<file path="src/rtl/bin2bcd_seq.sv">
// Sequential binary-to-BCD converter (shift-and-add-3), one operand bit per clock.
// Operands are accepted and results returned through valid/ready handshakes.
module bin2bcd_seq #(
    parameter int unsigned WIDTH  = 11,
    parameter int unsigned DIGITS = 4
) (
    input  logic                  clk,
    input  logic                  reset_n,
    input  logic                  in_valid,
    output logic                  in_ready,
    input  logic [WIDTH-1:0]      bin_in,
    output logic                  out_valid,
    input  logic                  out_ready,
    output logic [4*DIGITS-1:0]   bcd_out,
    output logic                  overflow
);

    localparam int unsigned BcdW = 4 * DIGITS;
    localparam int unsigned CntW = $clog2(WIDTH + 1);

    typedef enum logic [1:0] {StIdle, StShift, StDone} state_e;

    state_e            state_q, state_d;
    logic [WIDTH-1:0]  bin_q, bin_d;
    logic [BcdW-1:0]   bcd_q, bcd_d;
    logic              ovf_q, ovf_d;
    logic [CntW-1:0]   cnt_q, cnt_d;
    logic [BcdW-1:0]   adj;

    // Add 3 to every digit >= 5 so the following doubling carries correctly into the next digit.
    always_comb begin
        adj = bcd_q;
        for (int i = 0; i < int'(DIGITS); i++) begin
            if (bcd_q[4*i +: 4] >= 4'd5) begin
                adj[4*i +: 4] = bcd_q[4*i +: 4] + 4'd3;
            end
        end
    end

    always_comb begin
        state_d = state_q;
        bin_d   = bin_q;
        bcd_d   = bcd_q;
        ovf_d   = ovf_q;
        cnt_d   = cnt_q;
        unique case (state_q)
            StIdle: begin
                if (in_valid) begin
                    bin_d   = bin_in;
                    bcd_d   = '0;
                    ovf_d   = 1'b0;
                    cnt_d   = CntW'(WIDTH);
                    state_d = StShift;
                end
            end
            StShift: begin
                // The bit leaving the top digit is worth 10^DIGITS; dropping it keeps the modulo.
                bcd_d = {adj[BcdW-2:0], bin_q[WIDTH-1]};
                ovf_d = ovf_q | adj[BcdW-1];
                bin_d = bin_q << 1;
                cnt_d = cnt_q - CntW'(1);
                if (cnt_q == CntW'(1)) begin
                    state_d = StDone;
                end
            end
            StDone: begin
                if (out_ready) begin
                    state_d = StIdle;
                end
            end
            default: state_d = StIdle;
        endcase
    end

    always_ff @(posedge clk or negedge reset_n) begin
        if (!reset_n) begin
            state_q <= StIdle;
            bin_q   <= '0;
            bcd_q   <= '0;
            ovf_q   <= 1'b0;
            cnt_q   <= '0;
        end else begin
            state_q <= state_d;
            bin_q   <= bin_d;
            bcd_q   <= bcd_d;
            ovf_q   <= ovf_d;
            cnt_q   <= cnt_d;
        end
    end

    assign in_ready  = (state_q == StIdle);
    assign out_valid = (state_q == StDone);
    assign bcd_out   = bcd_q;
    assign overflow  = ovf_q;

endmodule

</file>
<file path="config.mk">
export PLATFORM = sky130hd
export DESIGN_NAME = bin2bcd_seq
export DESIGN_NICKNAME = d
export VERILOG_FILES = /design/src/rtl/bin2bcd_seq.sv
export SDC_FILE = /design/constraint.sdc
export NUM_CORES = 1
export LEC_CHECK = 0
export BUFFER_PORTS_ARGS = -buffer_cell sky130_fd_sc_hd__buf_2
export CAP_MARGIN = 0
export CORE_MARGIN = 3
export CORE_UTILIZATION = 50
export DETAILED_ROUTE_END_ITERATION = 12
export PLACE_DENSITY = 0.75
export SKIP_CTS_REPAIR_TIMING = 1
export SYNTH_ARGS = -nofsm -noshare
export SYNTH_HDL_FRONTEND = slang
export SYNTH_SLANG_ARGS = --single-unit
</file>
<file path="constraint.sdc">
create_clock -name clk -period 1.3 [get_ports clk]
set_input_delay 0 -clock clk [delete_from_list [all_inputs] [get_ports clk]]
set_output_delay 0 -clock clk [all_outputs]
set_load 0.1 [all_outputs]
</file>
==> results.md <==
- Outcome: finished, violations left
- Failing checks: negative hold slack, negative setup slack
- Dpl hpwl: 3493 microns
- Via-to-Cell Ratio: 5.633
- Core Area: 0.003744 sq mm
- Rows: 22
- Fin crit share: 1.106
- CTS Root Cell: clkbuf_8
- Sequential cell area fraction in the yosys report: 0.4309
- Unrepaired setup endpoints after global routing: true
- Commonest cells post-synth: dfrtp_1 (34), nand2_1 (21), inv_1 (20)
- Final worst path period need: 1.438 ns
- Post-synthesis cell type count: 35
- Ys flop type: dfrtp_1
- PnR worst setup slack: -0.1381 ns
- Global-route wire length before repair: 7803 microns
- Relative slew slack: 0.6718
- Share of post-route cells with drive strength above 1: 0.5462
- Die X: 68.84 microns
- Remaining Overflow, GRT: 0
- Clock slew at reported path FFs: 0.07 ns
- Vias in the first global route: 1713
- Post-Place Cell Area: 0.002569 sq mm
- Gr usage total: 0.2202
- Worst Hold Class: input pin to flip-flop
- Clk sinks: 34
- IO Port Bufs: 33
- First drt pass iteration count: 4
- Placer's final routability congestion estimate: 0.8418
- Post-synthesis cell count: 194
- Mean post-synth cell area: 10.18 sq um
- # diodes: 0
- Die ar.: 0.004739 sq mm
- IO Count: 34
- DR iter-0 viols: 98
- CP Class: flip-flop to flip-flop
- Post-synth top area share: 0.4309
- Largest net degree at the start of global routing: 24
- Final hold slack: -0.01569 ns
- Mapped Nets: 219
- Slew Limit Fails: 0
- Final Cell Area: 0.002924 sq mm
- Fin nets: 284
- Final setup fails: 11
- ANT nets after route: 0
- Final hold violation count: 2
- Area growth, synth to finish: 48.10%
- Seq cells post-synth: 34
- Crit Path Max Fanout: 4
- Crit path DAT: 1.58 ns
- Latest clock arrival within the worst-skew pair: 0.29 ns
- FFs w/ async S/R, synth: 1.000
- Slew @ Worst Pin: 0.4957 ns
- Final WL: 5323 microns
- Max-cap viol count: 0
- Wire length per cell: 17.28 microns
- Top post-synthesis cells by area: dfrtp_1 (43%), ha_1 (6.3%), nand2_1 (4.0%), inv_1 (3.8%), and3b_1 (3.5%)
- Critical path capture point type: flip-flop
- Max frequency: 695.3 MHz
- Layout Skew: 0.006164 ns
- Max clock buf depth: 2
- Initial antenna violation count: 0
- CTS H-tree lvls: 2
- Synth Cell Area: 0.001974 sq mm
- TritonCTS clock tree: yes
- Initial core utilization: 0.5274
- Most common cell in the synthesized netlist: dfrtp_1
- Crit start category: flip-flop
- DRC: 0
- Vias: 1735
- Required time of the critical path: 1.44 ns
- Yosys top cell by area: dfrtp_1
- TritonCTS Buffers: 5
- Number of synthesized flops with an enable pin: 0
- Ys Warns: 0
- Die height: 68.84 microns
## cell usage in the layout, fill, tap and decap left out, types with 2 or more instances in the layout
cell,synthesis,routed
nor2_1,4,3
dfrtp_1,34,17
a32o_1,4,4
o2111ai_2,2,4
o21ai_0,6,2
dfrtp_4,0,8
ha_1,10,2
inv_4,0,8
inv_1,20,12
o21a_4,0,4
nor2b_4,0,5
mux2i_1,2,2
clkbuf_8,0,6
dfrtp_2,0,9
o221ai_2,4,4
o32ai_2,0,3
buf_2,4,31
xnor2_1,4,4
buf_6,3,4
o311ai_2,0,3
nand2b_1,4,4
a21oi_1,8,8
o21ai_1,12,16
and3b_1,8,8
a22oi_1,3,3
o2111ai_1,6,3
o31ai_2,0,3
buf_4,3,28
nand2_1,21,21
ha_4,0,8
buf_12,0,5
## kinds of logic after synthesis
group,share of synthesized area
muxes,0.01584
and+or+nand+nor,0.1274
DFF,0.4309
buffers and inverters,0.07858
xor gates and xnor gates,0.01774
adders and majority gates,0.06337
AOI/OAI and AO/OA,0.2662
## critical path, stage by stage (launching register included)
cell	delay (ns)
dfrtp_4	0.48
inv_4	0.06
ha_4	0.16
nor2b_4	0.13
o2111ai_1	0.29
o311ai_2	0.17
## layout make-up
cell class              count  area (sq um)
repair buffers             69         520.5
flip-flops and latches     34         892.1
clock buffers               7         86.33
inverters                  20         95.09
well taps                  48         60.06
clock inverters             1         5.005
multi-input cells         129          1265
fillers                   229         819.5
## path summary, 6_finish.rpt
check / to / start / cells past startpoint / slack [ns]
max: bcd_out[2]$_DFFE_PN0P_ / bcd_out[0]$_DFFE_PN0P_ / 5 / -0.14
min: bin_q[3]$_DFFE_PN0P_ / bin_in[3] / 3 / -0.02
max reg2reg: bcd_out[2]$_DFFE_PN0P_ / bcd_out[0]$_DFFE_PN0P_ / 5 / -0.14
min reg2reg: bin_q[3]$_DFFE_PN0P_ / bin_q[3]$_DFFE_PN0P_ / 2 / 0.49
max in group asynchronous: bcd_out[5]$_DFFE_PN0P_ / reset_n / 3 / 0.69
min in group asynchronous: bin_q[4]$_DFFE_PN0P_ / reset_n / 2 / 0.16
## layer usage
layer / wire length [microns] / global-route usage
met5: 0 / 0
met4: 97 / 0.07786
met2: 2724 / 0.3667
met1: 2327 / 0.2845
met3: 174 / 0.04214
## state kept, by name, indices dropped and copies added (netlist names)
register	cells
overflow	1
bin_q	11
bcd_out	16
state_q	2
cnt_q	4
## metrics by stage
step / setup slack, ns / util / cells / TNS [ns] / hold WS [ns]
2_1_floorplan: -0.2085 / - / 194 / -1.855 / -0.2956
3_3_place_gp: -0.01415 / 0.6862 / 292 / -0.03500 / -0.07959
3_5_place_dp: -0.1004 / 0.6862 / 292 / -0.5744 / -0.06504
4_1_cts: -0.1009 / 0.7106 / 300 / -0.7170 / -0.3770
5_1_grt: -0.1259 / 0.7811 / 308 / -0.8404 / 0.01411
6_report: -0.1381 / 0.7811 / 308 / -0.4078 / -0.01569
Power is left out: the tool's default activity adds up to more than one toggle a clock period on the data nets, which glitch-free logic cannot reach.
